==> config.mk <==
export PLATFORM = sky130hd
export DESIGN_NAME = uart_io_unit
export DESIGN_NICKNAME = d
export VERILOG_FILES = /design/src/rtl/uart_io_pkg.sv /design/src/rtl/uart_io_unit_fifo.sv /design/src/rtl/uart_io_unit.sv
export SDC_FILE = /design/constraint.sdc
export NUM_CORES = 1
export LEC_CHECK = 0
export CAP_MARGIN = 20
export CELL_PAD_IN_SITES_DETAIL_PLACEMENT = 0
export CELL_PAD_IN_SITES_GLOBAL_PLACEMENT = 1
export CORE_UTILIZATION = 42
export CTS_BUF_LIST = sky130_fd_sc_hd__clkbuf_4 sky130_fd_sc_hd__clkbuf_8
export DETAILED_ROUTE_END_ITERATION = 8
export PLACE_DENSITY_LB_ADDON = 0.12
export SLEW_MARGIN = 20
export SYNTH_ARGS = -nofsm -noshare
export SYNTH_HDL_FRONTEND = slang
export SYNTH_SLANG_ARGS = --single-unit
export TNS_END_PERCENT = 5
==> constraint.sdc <==
create_clock -name clk -period 5.1 [get_ports clk]
set_input_delay 0.765 -clock clk [delete_from_list [all_inputs] [get_ports clk]]
set_output_delay 0.765 -clock clk [all_outputs]
set_load 0.01 [all_outputs]
==> src/rtl/uart_io_pkg.sv <==
// Shared definitions for the single-clock UART peripheral: core op encodings,
// TX/RX state enums and status register bit positions.
package uart_io_pkg;

   typedef enum logic [1:0] {
      UOP_NONE = 2'b00,
      UOP_RX   = 2'b01,
      UOP_TX   = 2'b10,
      UOP_STAT = 2'b11
   } uart_op_e;

   typedef enum logic [2:0] {
      TX_IDLE,
      TX_START,
      TX_DATA,
      TX_PARITY,
      TX_STOP
   } tx_state_e;

   typedef enum logic [2:0] {
      RX_IDLE,
      RX_START,
      RX_DATA,
      RX_PARITY,
      RX_STOP
   } rx_state_e;

   localparam int unsigned ST_RX_EMPTY  = 0;
   localparam int unsigned ST_RX_FULL   = 1;
   localparam int unsigned ST_TX_EMPTY  = 2;
   localparam int unsigned ST_TX_FULL   = 3;
   localparam int unsigned ST_OVERRUN   = 4;
   localparam int unsigned ST_FRAME_ERR = 5;
   localparam int unsigned ST_PAR_ERR   = 6;
   localparam int unsigned ST_TX_BUSY   = 7;

endpackage

==> src/rtl/uart_io_unit_fifo.sv <==
// 8-bit synchronous byte FIFO with count-based full/empty; DEPTH is a power of two
// so the pointers wrap naturally.
module uart_byte_fifo #(
   parameter int unsigned DEPTH = 8
) (
   input  logic       clk_i,
   input  logic       rst_ni,
   input  logic       push_i,
   input  logic       pop_i,
   input  logic [7:0] data_i,
   output logic [7:0] data_o,
   output logic       empty_o,
   output logic       full_o
);
   localparam int unsigned AW = (DEPTH > 1) ? $clog2(DEPTH) : 1;
   localparam logic [AW:0] FULL_CNT = (AW + 1)'(DEPTH);

   logic [7:0]    mem_q [DEPTH];
   logic [AW-1:0] wptr_q, wptr_d, rptr_q, rptr_d;
   logic [AW:0]   count_q, count_d;
   logic          do_push, do_pop;

   assign empty_o = (count_q == '0);
   assign full_o  = (count_q == FULL_CNT);
   assign data_o  = mem_q[rptr_q];
   assign do_pop  = pop_i && !empty_o;
   // a pop in the same cycle frees a slot, so a push while full still lands
   assign do_push = push_i && (!full_o || do_pop);

   always_comb begin
      wptr_d  = wptr_q;
      rptr_d  = rptr_q;
      count_d = count_q;
      if (do_push) wptr_d = wptr_q + AW'(1);
      if (do_pop)  rptr_d = rptr_q + AW'(1);
      case ({do_push, do_pop})
         2'b10:   count_d = count_q + (AW + 1)'(1);
         2'b01:   count_d = count_q - (AW + 1)'(1);
         default: count_d = count_q;
      endcase
   end

   always_ff @(posedge clk_i or negedge rst_ni) begin
      if (!rst_ni) begin
         wptr_q  <= '0;
         rptr_q  <= '0;
         count_q <= '0;
      end else begin
         wptr_q  <= wptr_d;
         rptr_q  <= rptr_d;
         count_q <= count_d;
      end
   end

   always_ff @(posedge clk_i) begin
      if (do_push) mem_q[wptr_q] <= data_i;
   end

endmodule

==> src/rtl/uart_io_unit.sv <==
// Single-clock UART peripheral: RX/TX byte FIFOs, baud timing, status and sticky errors.
// Define UART_IO_PARITY_EN for 8E1 frames with parity checking; default is 8N1.
module uart_io_unit
   import uart_io_pkg::*;
#(
   parameter int unsigned BAUD_DIV = 868,
   parameter int unsigned RX_DEPTH = 8,
   parameter int unsigned TX_DEPTH = 8
) (
   input  logic        clk,
   input  logic        reset,
   input  logic [1:0]  op,
   input  logic [7:0]  wdata,
   output logic [31:0] rdata,
   output logic        stall,
   input  logic        rx,
   output logic        tx
);
   localparam int unsigned   CW        = $clog2(BAUD_DIV);
   localparam logic [CW-1:0] BIT_LAST  = CW'(BAUD_DIV - 1);
   localparam logic [CW-1:0] HALF_LAST = CW'(BAUD_DIV / 2 - 1);

   uart_op_e   op_e;
   logic       rx_empty, rx_full, tx_empty, tx_full;
   logic       rx_pop, rx_push, tx_pop, tx_push;
   logic [7:0] rx_head, tx_head, status;

   tx_state_e     tx_state_q, tx_state_d;
   logic [CW-1:0] tx_cnt_q, tx_cnt_d;
   logic [2:0]    tx_bit_q, tx_bit_d;
   logic [7:0]    tx_shift_q, tx_shift_d;

   rx_state_e     rx_state_q, rx_state_d;
   logic [CW-1:0] rx_cnt_q, rx_cnt_d;
   logic [2:0]    rx_bit_q, rx_bit_d;
   logic [7:0]    rx_shift_q, rx_shift_d;
   logic [1:0]    rx_sync_q;
   logic          rx_prev_q, rx_s;

   logic ovr_q, ovr_d, frm_q, frm_d, ovr_evt, frm_evt, stat_clr;
`ifdef UART_IO_PARITY_EN
   logic tx_par_q, tx_par_d, rx_par_ok_q, rx_par_ok_d;
   logic par_q, par_d, par_evt;
`endif

   assign op_e     = uart_op_e'(op);
   assign rx_pop   = (op_e == UOP_RX) && !rx_empty;
   assign tx_push  = (op_e == UOP_TX) && !tx_full;
   assign stall    = ((op_e == UOP_RX) && rx_empty) || ((op_e == UOP_TX) && tx_full);
   assign stat_clr = (op_e == UOP_STAT);

   always_comb begin
      case (op_e)
         UOP_RX:   rdata = {24'h0, rx_head};
         UOP_STAT: rdata = {24'h0, status};
         default:  rdata = '0;
      endcase
   end

   uart_byte_fifo #(.DEPTH(RX_DEPTH)) u_rx_fifo (
      .clk_i(clk), .rst_ni(reset), .push_i(rx_push), .pop_i(rx_pop),
      .data_i(rx_shift_q), .data_o(rx_head), .empty_o(rx_empty), .full_o(rx_full)
   );

   uart_byte_fifo #(.DEPTH(TX_DEPTH)) u_tx_fifo (
      .clk_i(clk), .rst_ni(reset), .push_i(tx_push), .pop_i(tx_pop),
      .data_i(wdata), .data_o(tx_head), .empty_o(tx_empty), .full_o(tx_full)
   );

   // ---------------- transmitter ----------------
   always_comb begin
      tx_state_d = tx_state_q;
      tx_bit_d   = tx_bit_q;
      tx_shift_d = tx_shift_q;
      tx_pop     = 1'b0;
      tx_cnt_d   = (tx_cnt_q == '0) ? BIT_LAST : tx_cnt_q - CW'(1);
`ifdef UART_IO_PARITY_EN
      tx_par_d   = tx_par_q;
`endif
      case (tx_state_q)
         TX_IDLE: begin
            tx_cnt_d = BIT_LAST;
            if (!tx_empty) begin
               tx_pop     = 1'b1;
               tx_shift_d = tx_head;
`ifdef UART_IO_PARITY_EN
               tx_par_d   = ^tx_head;
`endif
               tx_state_d = TX_START;
            end
         end
         TX_START: begin
            if (tx_cnt_q == '0) begin
               tx_bit_d   = '0;
               tx_state_d = TX_DATA;
            end
         end
         TX_DATA: begin
            if (tx_cnt_q == '0) begin
               tx_shift_d = {1'b0, tx_shift_q[7:1]};
               tx_bit_d   = tx_bit_q + 3'd1;
               if (tx_bit_q == 3'd7) begin
`ifdef UART_IO_PARITY_EN
                  tx_state_d = TX_PARITY;
`else
                  tx_state_d = TX_STOP;
`endif
               end
            end
         end
`ifdef UART_IO_PARITY_EN
         TX_PARITY: begin
            if (tx_cnt_q == '0) tx_state_d = TX_STOP;
         end
`endif
         TX_STOP: begin
            if (tx_cnt_q == '0) begin
               // chain straight into the next start bit so frames run back to back
               if (!tx_empty) begin
                  tx_pop     = 1'b1;
                  tx_shift_d = tx_head;
`ifdef UART_IO_PARITY_EN
                  tx_par_d   = ^tx_head;
`endif
                  tx_state_d = TX_START;
               end else begin
                  tx_state_d = TX_IDLE;
               end
            end
         end
         default: tx_state_d = TX_IDLE;
      endcase
   end

   always_comb begin
      case (tx_state_q)
         TX_START:  tx = 1'b0;
         TX_DATA:   tx = tx_shift_q[0];
`ifdef UART_IO_PARITY_EN
         TX_PARITY: tx = tx_par_q;
`endif
         default:   tx = 1'b1;
      endcase
   end

   // ---------------- receiver ----------------
   assign rx_s = rx_sync_q[1];

   always_comb begin
      rx_state_d = rx_state_q;
      rx_bit_d   = rx_bit_q;
      rx_shift_d = rx_shift_q;
      rx_push    = 1'b0;
      ovr_evt    = 1'b0;
      frm_evt    = 1'b0;
      rx_cnt_d   = (rx_cnt_q == '0) ? BIT_LAST : rx_cnt_q - CW'(1);
`ifdef UART_IO_PARITY_EN
      rx_par_ok_d = rx_par_ok_q;
      par_evt     = 1'b0;
`endif
      case (rx_state_q)
         RX_IDLE: begin
            rx_cnt_d = HALF_LAST;
            if (rx_prev_q && !rx_s) rx_state_d = RX_START;
         end
         RX_START: begin
            if (rx_cnt_q == '0) begin
               rx_bit_d   = '0;
               rx_state_d = rx_s ? RX_IDLE : RX_DATA;
            end
         end
         RX_DATA: begin
            if (rx_cnt_q == '0) begin
               rx_shift_d = {rx_s, rx_shift_q[7:1]};
               rx_bit_d   = rx_bit_q + 3'd1;
               if (rx_bit_q == 3'd7) begin
`ifdef UART_IO_PARITY_EN
                  rx_state_d = RX_PARITY;
`else
                  rx_state_d = RX_STOP;
`endif
               end
            end
         end
`ifdef UART_IO_PARITY_EN
         RX_PARITY: begin
            if (rx_cnt_q == '0) begin
               rx_par_ok_d = ((^rx_shift_q) == rx_s);
               rx_state_d  = RX_STOP;
            end
         end
`endif
         RX_STOP: begin
            if (rx_cnt_q == '0) begin
               rx_state_d = RX_IDLE;
               if (!rx_s) frm_evt = 1'b1;
`ifdef UART_IO_PARITY_EN
               else if (!rx_par_ok_q) par_evt = 1'b1;
`endif
               else if (rx_full && !rx_pop) ovr_evt = 1'b1;
               else rx_push = 1'b1;
            end
         end
         default: rx_state_d = RX_IDLE;
      endcase
   end

   // ---------------- sticky flags and status ----------------
   assign ovr_d = ovr_evt | (ovr_q & ~stat_clr);
   assign frm_d = frm_evt | (frm_q & ~stat_clr);
`ifdef UART_IO_PARITY_EN
   assign par_d = par_evt | (par_q & ~stat_clr);
`endif

   always_comb begin
      status               = '0;
      status[ST_RX_EMPTY]  = rx_empty;
      status[ST_RX_FULL]   = rx_full;
      status[ST_TX_EMPTY]  = tx_empty;
      status[ST_TX_FULL]   = tx_full;
      status[ST_OVERRUN]   = ovr_q;
      status[ST_FRAME_ERR] = frm_q;
`ifdef UART_IO_PARITY_EN
      status[ST_PAR_ERR]   = par_q;
`endif
      status[ST_TX_BUSY]   = (tx_state_q != TX_IDLE);
   end

   always_ff @(posedge clk or negedge reset) begin
      if (!reset) begin
         tx_state_q  <= TX_IDLE;
         tx_cnt_q    <= '0;
         tx_bit_q    <= '0;
         tx_shift_q  <= '0;
         rx_state_q  <= RX_IDLE;
         rx_cnt_q    <= '0;
         rx_bit_q    <= '0;
         rx_shift_q  <= '0;
         rx_sync_q   <= '1;
         rx_prev_q   <= 1'b1;
         ovr_q       <= 1'b0;
         frm_q       <= 1'b0;
`ifdef UART_IO_PARITY_EN
         tx_par_q    <= 1'b0;
         rx_par_ok_q <= 1'b0;
         par_q       <= 1'b0;
`endif
      end else begin
         tx_state_q  <= tx_state_d;
         tx_cnt_q    <= tx_cnt_d;
         tx_bit_q    <= tx_bit_d;
         tx_shift_q  <= tx_shift_d;
         rx_state_q  <= rx_state_d;
         rx_cnt_q    <= rx_cnt_d;
         rx_bit_q    <= rx_bit_d;
         rx_shift_q  <= rx_shift_d;
         rx_sync_q   <= {rx_sync_q[0], rx};
         rx_prev_q   <= rx_sync_q[1];
         ovr_q       <= ovr_d;
         frm_q       <= frm_d;
`ifdef UART_IO_PARITY_EN
         tx_par_q    <= tx_par_d;
         rx_par_ok_q <= rx_par_ok_d;
         par_q       <= par_d;
`endif
      end
   end

endmodule

==> flow_summary.toml, run 1 <==
[synth]
synth_top_area_frac = 0.438
muxShareOfSynthArea = 0.130
seq_area_frac_synth = 0.647
synthArstFlopShare = 0.363
synth_compound_area_frac = 0.0439
yosys.area_share.xor_xnor = 0.0269
syn_inst = 592
synth_cell_type_count = 56
synth_fa_ha_area_frac = 0.0279
synth-edff-count = 128
synth_area_sq_mm = 0.00877
synth_top_family_by_area = "multiplexers"
synth-seq-cells = 201
synth_common_cells = "edfxtp_1 (128), dfrtp_1 (70), nand2_1 (43)"
synth-main-ff-cell = "edfxtp_1"
yosys.area_share.simple = 0.0876
synth_most_common_cell = "edfxtp_1"
synth_top_area_cell = "edfxtp_1"
yosysWarningCount = 0
synth_area_per_cell_sq_um = 14.8
synth_area_leaders = "edfxtp_1 (44%), dfrtp_1 (20%), mux4_2 (8.2%)"

[setup_path]
critical_path_class = "register to output pin"
critical_path.max_fanout = 10
worst_setup_path_start_kind = "register"
reg2reg_to = "u_rx_fifo.mem_q[2][0]$_DFFE_PP_"
cp_slowest_cell = "dfrtp_1"
worstRegToRegCells = 7
path_buf_inv = 2
path_cells = "buf_4 > mux4_2 > mux2_2 > o211a_1 > clkdlybuf4s50_1"
required_ps = 4340
worstPathArrival_ps = 3180
cp_top_family = "multiplexers"
end_kind = "output pin"
regToRegStartpoint = "rx_cnt_q[0]$_DFF_PN0_"
slowest_delay_ps = 730
ff2ff_setup_slack_ps = 1590

[clocking]
clockBufferDepth = 3
cts_tree = "done"
clkSinkCount = 201
cts_hold_buf = 0
htreeDepth = 2
cts-resized-gates = 0
cts.clk_slew.worst_paths_ps = 60
cts_root_buffer = "clkbuf_8"
cts_made_buffers = 37
worstSkewPairLatency_ps = 520
post_cts_buffers = 0

[detailed_routing]
routedWlPerCell_um = 18.2
drt_first_pass_iters = 4
drt_first_iter_violations = 186
via_per_inst = 5.18
drt.antenna.violating_nets = 0
drc_errors = 0
vias = 4816
finalWirelength_um = 16900

[finish]
area_growth_pct = 13.4
layout-drive-gt1-share = 0.203
nNetsFinal = 665
fill_cells = 1734
n_antenna_cell = 0
final_util = 0.489

[sta]
maxSlewHeadroom = 0.312
min_period_over_period = 0.774
tns_ps = 0
period_needed_ps = 3950
skew_ps = 13.2
tightest_slew_ps = 1030
drv_slew = 0
fmax_mhz = 253
holdWs_ps = 169
rsz0062_at_grt = "false"
setup_viol = 0
hold_viol = 0

[pwr]
irDropWorstVdd_mv = 0.210
power_mw = 4.64
p_per_area_mw_per_mm2 = 466
leakagePower_nw = 3.71

[run_status]
status = "finished clean"

[die]
die_w_um = 147
start_util = 0.431
die_y_um = 147
coreArea_sq_mm = 0.0204
die-area_sq_mm = 0.0215
io_pins = 47
rows = 52

[placement]
dpl.hpwl_um = 11000
portBuffers = 22
gp_congestion = 0.735

[grt]
overflow = 0
grt_pass1_wl_um = 27000
grt_max_degree = 74
grt_pass1_vias = 4870
antenna_found_initial = 0
track_usage = 0.164

[hold_path]
hold_path.class = "primary input to async pin"

[flow_run]
drv_cap = 0
[sequential cells by signal, indices dropped and copies added (netlist names)]
register           count
tx_cnt_q              10
u_rx_fifo.mem_q       64
u_tx_fifo.count_q      4
frm_q                  1
rx_state_q             3
u_tx_fifo.rptr_q       3
u_tx_fifo.wptr_q       3
tx_bit_q               3
u_tx_fifo.mem_q       64
u_rx_fifo.wptr_q       3
u_rx_fifo.count_q      4
ovr_q                  1
rx_prev_q              1
rx_sync_q              2
tx_state_q             3
u_rx_fifo.rptr_q       3
rx_shift_q             8
rx_cnt_q              10
rx_bit_q               3
tx_shift_q             8
[stage by stage]
| step | worst slack (ps) | instance area, sq um | std cells |
|---|---|---|---|
| after global routing | 938 | 9950 | 930 |
| after global placement | 1430 | 9160 | 863 |
| after detailed placement | 1320 | 9160 | 863 |
| after CTS | 1040 | 9910 | 929 |
| final | 1150 | 9950 | 930 |
| after floorplan | 2000 | 8860 | 615 |
[metal layers]
| layer | wire length (um) | track usage | vias up |
|---|---|---|---|
| met5 | 0 | 0 | - |
| met4 | 267 | 0.0510 | 0 |
| met3 | 550 | 0.0366 | 21 |
| met2 | 8460 | 0.276 | 93 |
| met1 | 7670 | 0.211 | 2445 |
| li1 | - | - | 2257 |
[worst max-delay path by stage]
stage / startpoint / end / depth (start not counted)
global route: u_rx_fifo.rptr_q[0]$_DFFE_PN0P_ / rdata[4] / 6
CTS: u_rx_fifo.rptr_q[0]$_DFFE_PN0P_ / rdata[4] / 6
global placement: op[1] / u_tx_fifo.mem_q[0][0]$_DFFE_PP_ / 5
floorplan: rx_cnt_q[0]$_DFF_PN0_ / u_rx_fifo.mem_q[1][0]$_DFFE_PP_ / 7
finish: u_rx_fifo.rptr_q[0]$_DFFE_PN0P_ / rdata[3] / 5
detailed placement: op[1] / u_tx_fifo.mem_q[0][7]$_DFFE_PP_ / 5
[placed cells by master (no fill, tap or decap), types with 5 or more instances in the layout]
cell / n
ha_1: 18
nor2_1: 41
dfrtp_1: 69
clkbuf_4: 12
mux2i_1: 14
clkinv_1: 5
mux2_2: 25
nor3_1: 12
a21oi_1: 16
o21ai_0: 18
nand2_1: 43
inv_1: 11
mux4_2: 32
nand3_1: 10
xor2_1: 13
clkbuf_8: 42
and2_1: 5
xnor2_1: 14
conb_1: 24
nor2b_1: 6
nand2b_1: 13
edfxtp_1: 128
clkdlybuf4s50_1: 21
[cells by family after synthesis]
kind of cell	Yosys count
AOI/OAI and AO/OA	60
xor gates and xnor gates	27
adders and majority gates	19
buffers and inverters	58
DFF	201
muxes	71
other	1
and+or+nand+nor	155
[where the power goes]
part / switching (mW) / internal, mW / total, mW
Sequential: 0.277 / 1.92 / 2.20
Clock: 0.647 / 0.891 / 1.54
Combinational: 0.394 / 0.510 / 0.905
[layout make-up]
| cell class | count | area, sq um | share of cell area |
|---|---|---|---|
| clock buffer | 54 | 668 | 0.0671 |
| timing repair buffer | 26 | 268 | 0.0269 |
| sequential | 201 | 5680 | 0.570 |
| clock inverter | 12 | 83.8 | 0.00842 |
| tap | 270 | 338 | 0.0339 |
| multi-input combinational | 356 | 2880 | 0.289 |
| inverter | 11 | 41.3 | 0.00415 |
Note: power is estimated with default switching activity, not from simulation.
==> run 2, diff against run 1 <==
clock period = 4 ns   (was 5.1 ns; I/O delays follow)
==> flow_summary.toml, run 2 (same netlist as run 1, synthesis figures left out) <==
[sta]
hold_viol = 0
min_period_over_period = 0.864
drv_slew = 0
fmax_mhz = 289
period_needed_ps = 3450
skew_ps = 19.7
rsz0062_at_grt = "false"
setup_viol = 0
tns_ps = 0
maxSlewHeadroom = 0.459
holdWs_ps = 15.2
tightest_slew_ps = 811

[clocking]
cts_root_buffer = "clkbuf_8"
worstSkewPairLatency_ps = 510
cts_tree = "done"
clockBufferDepth = 3
clkSinkCount = 201
cts-resized-gates = 0
htreeDepth = 2
cts.clk_slew.worst_paths_ps = 60
cts_hold_buf = 0
cts_made_buffers = 35
post_cts_buffers = 0

[pwr]
pwr-share-clk = 0.317
power_frac_seq = 0.474
p_switching_mw = 1.64
leakagePower_nw = 3.75
irDropWorstVdd_mv = 0.358
p_per_area_mw_per_mm2 = 583
swShare = 0.282
combPwrFrac = 0.209
p_int_mw = 4.17

[hold_path]
hold_path.class = "primary input to async pin"

[die]
start_util = 0.431
io_pins = 47
rows = 52
die_w_um = 147
coreArea_sq_mm = 0.0204
die_y_um = 147
die-area_sq_mm = 0.0215

[grt]
grt_pass1_wl_um = 26700
grt_max_degree = 74
antenna_found_initial = 0
grt_pass1_vias = 4922
track_usage = 0.161
overflow = 0

[finish]
area_growth_pct = 13.7
layout-drive-gt1-share = 0.205
layout_common_cells = "edfxtp_1 (128), dfrtp_1 (70), nand2_1 (43)"
top_regs = "u_rx_fifo.mem_q: 64 flops, u_tx_fifo.mem_q: 64 flops"
final_common_cell = "edfxtp_1"
n_antenna_cell = 0
nNetsFinal = 675
stdcell_count = 938

[detailed_routing]
drc_errors = 0
drt_first_pass_iters = 4
vias = 4786
drt_first_iter_violations = 151
finalWirelength_um = 16500
drt.antenna.violating_nets = 0
routedWlPerCell_um = 17.6
via_per_inst = 5.10

[placement]
gp_congestion = 0.711
portBuffers = 22
dpl.hpwl_um = 10900
place_inst = 875

[run_status]
status = "finished clean"

[setup_path]
critical_path_class = "register to output pin"
end_kind = "output pin"
required_ps = 3400
worst_setup_path_start_kind = "register"
critical_path.max_fanout = 18
worstPathArrival_ps = 2850

[flow_run]
drv_cap = 0
## run 2: layout make-up
class	count	area, sq um
tap	270	338
clock buffer	50	619
inverter	11	41.3
timing repair buffer	38	358
clock inverter	12	78.8
sequential	201	5670
multi-input combinational	356	2870
fill	1735	10400
## run 2: critical path, stage by stage (launching register included)
cell	delay, ps
dfrtp_1	860
mux4_2	460
mux2i_1	280
o21ai_0	120
and2_1	160
clkdlybuf4s50_1	470
## run 2: worst paths after layout
path                            cells after the start                          endpoint                            start  slack [ps]
worst min-delay path                                1   u_tx_fifo.rptr_q[0]$_DFFE_PN0P_                            reset          20
max in group asynchronous                           2            rx_sync_q[1]$_DFF_PN1_                            reset        3360
worst min register to register                      0            rx_sync_q[1]$_DFF_PN1_           rx_sync_q[0]$_DFF_PN1_         360
worst max register to register                     12  u_rx_fifo.count_q[3]$_DFFE_PN0P_            rx_cnt_q[0]$_DFF_PN0_         590
worst max-delay path                                5                          rdata[1]  u_rx_fifo.rptr_q[1]$_DFFE_PN0P_         550
min in group clk                                    0            rx_sync_q[1]$_DFF_PN1_           rx_sync_q[0]$_DFF_PN1_         360
## run 2: metal layers
metal	global-route usage	wire length [um]	vias to the layer above	share of wire
met3	0.0319	561	40	0.034
met2	0.272	8180	86	0.50
li1	-	-	2271	-
met4	0.0646	399	0	0.024
met5	0	0	-	0
met1	0.205	7350	2389	0.45
## run 2: per-stage QoR
| stage | power (mW) | util | worst slack (ps) | cell area, sq um |
|---|---|---|---|---|
| final | 5.81 | 0.490 | 545 | 9980 |
| after global routing | 6.14 | 0.490 | 413 | 9980 |
| after CTS | 5.91 | 0.489 | 460 | 9950 |
| after detailed placement | 4.03 | 0.454 | 579 | 9250 |
| after global placement | 3.99 | 0.454 | 671 | 9250 |
| after floorplan | 3.65 | - | 898 | 8860 |
## run 2: power groups by stage
| stage | Clock, mW | Sequential, mW | Combinational (mW) |
|---|---|---|---|
| after floorplan | 0 | 2.63 | 1.02 |
| after global placement | 0 | 2.78 | 1.21 |
| after detailed placement | 0 | 2.79 | 1.23 |
| after CTS | 1.91 | 2.76 | 1.24 |
| after global routing | 2.00 | 2.80 | 1.34 |
| final | 1.84 | 2.75 | 1.22 |
==> run 3, diff against run 2 <==
ABC_CLOCK_PERIOD_IN_PS = 4000   (was not set)
HOLD_SLACK_MARGIN = 0.06   (was not set)
==> flow_summary.toml, run 3 (same netlist as run 1, synthesis figures left out) <==
[detailed_routing]
drt_first_pass_iters = 4
drc_errors = 0
vias = 4778
finalWirelength_um = 16500
drt_first_iter_violations = 187
via_per_inst = 5.09
drt.antenna.violating_nets = 0
routedWlPerCell_um = 17.6

[grt]
overflow = 0
track_usage = 0.161
grt_pass1_wl_um = 26700
grt_pass1_vias = 4922
gr-usage-met2 = 0.272
grt_util_met3 = 0.0319
top_usage_layer = "met2"
grt_max_degree = 74
gr-usage-met1 = 0.205
antenna_found_initial = 0

[placement]
gp_congestion = 0.711
dpl.hpwl_um = 10900
place_inst = 875
portBuffers = 22

[finish]
nNetsFinal = 676
stdcell_count = 939
top_regs = "u_rx_fifo.mem_q: 64 flops, u_tx_fifo.mem_q: 64 flops"
final_util = 0.490
layout_common_cells = "edfxtp_1 (128), dfrtp_1 (70), nand2_1 (43)"
area_growth_pct = 13.8
n_antenna_cell = 0
layout-drive-gt1-share = 0.205
final_common_cell = "edfxtp_1"

[clocking]
cts_tree = "done"
htreeDepth = 2
cts-resized-gates = 0
cts.clk_slew.worst_paths_ps = 60
clockBufferDepth = 3
cts_made_buffers = 35
cts_root_buffer = "clkbuf_8"
worstSkewPairLatency_ps = 510
clkSinkCount = 201

[die]
coreArea_sq_mm = 0.0204
die-area_sq_mm = 0.0215
rows = 52
start_util = 0.431
io_pins = 47
die_w_um = 147
die_y_um = 147

[sta]
skew_ps = 19.6
drv_slew = 0
setup_viol = 0
maxSlewHeadroom = 0.458
min_period_over_period = 0.864
period_needed_ps = 3460
tightest_slew_ps = 813
hold_viol = 0
fmax_mhz = 289
rsz0062_at_grt = "false"
tns_ps = 0

[hold_path]
hp-start = "rx_sync_q[0]$_DFF_PN1_"
min_to = "rx_sync_q[1]$_DFF_PN1_"
worstHoldPathCells = 0
hold_path.class = "register to register"

[setup_path]
critical_path.max_fanout = 18
end_kind = "output pin"
worst_setup_path_start_kind = "register"
worstPathArrival_ps = 2860
ff2ff_setup_slack_ps = 590
critical_path_class = "register to output pin"
reg2reg_to = "u_rx_fifo.count_q[3]$_DFFE_PN0P_"
worstRegToRegCells = 12
regToRegStartpoint = "rx_cnt_q[0]$_DFF_PN0_"
required_ps = 3400

[flow_run]
drv_cap = 0

[run_status]
status = "finished clean"

[pwr]
irDropWorstVdd_mv = 0.358
p_per_area_mw_per_mm2 = 582
leakagePower_nw = 3.75
power_mw = 5.81
## run 3: worst max path at each step
| stage | slack [ps] | cells after the start | endpoint | from |
|---|---|---|---|---|
| 3_5_place_dp | 580 | 12 | u_rx_fifo.count_q[3]$_DFFE_PN0P_ | rx_cnt_q[0]$_DFF_PN0_ |
| 2_1_floorplan | 900 | 7 | u_rx_fifo.mem_q[1][0]$_DFFE_PP_ | rx_cnt_q[0]$_DFF_PN0_ |
| 4_1_cts | 460 | 5 | rdata[1] | u_rx_fifo.rptr_q[1]$_DFFE_PN0P_ |
| 3_3_place_gp | 670 | 12 | u_rx_fifo.count_q[3]$_DFFE_PN0P_ | rx_cnt_q[0]$_DFF_PN0_ |
| 5_1_grt | 410 | 5 | rdata[1] | u_rx_fifo.rptr_q[1]$_DFFE_PN0P_ |
| 6_report | 540 | 5 | rdata[1] | u_rx_fifo.rptr_q[1]$_DFFE_PN0P_ |
## run 3: where the power goes
group / switching (mW) / internal (mW)
combinational: 0.548 / 0.669
clock: 0.786 / 1.06
sequential: 0.306 / 2.45
## run 3: stage by stage
step	area, sq um	setup slack, ps	hold WS [ps]
final	9990	545	357
after global routing	9990	413	368
after CTS	9950	460	284
after detailed placement	9250	579	351
after global placement	9250	671	346
after floorplan	8860	898	304
## run 3: repair_timing
item,in CTS,in global routing
buffers inserted,0,0
hold buffers,0,1
hold endpoints to repair,0,24
## run 3: area by class of cell
class	count	area (sq um)
Fill cell	1734	10400
Sequential cell	201	5670
Multi-Input combinational cell	356	2870
Clock buffer	50	619
Timing Repair Buffer	39	368
Tap cell	270	338
Clock inverter	12	78.8
Inverter	11	41.3
## run 3: layer usage
metal / wire length, um / up-vias
li1: - / 2274
met1: 7270 / 2374
met2: 8180 / 90
met3: 639 / 40
met4: 399 / 0
met5: 0 / -
## run 3: worst max-delay path, cell delays in order (launching register included)
cell and delay [ps]:
dfrtp_1 860, mux4_2 460, mux2i_1 280, o21ai_0 120, and2_1 160, clkdlybuf4s50_1 470
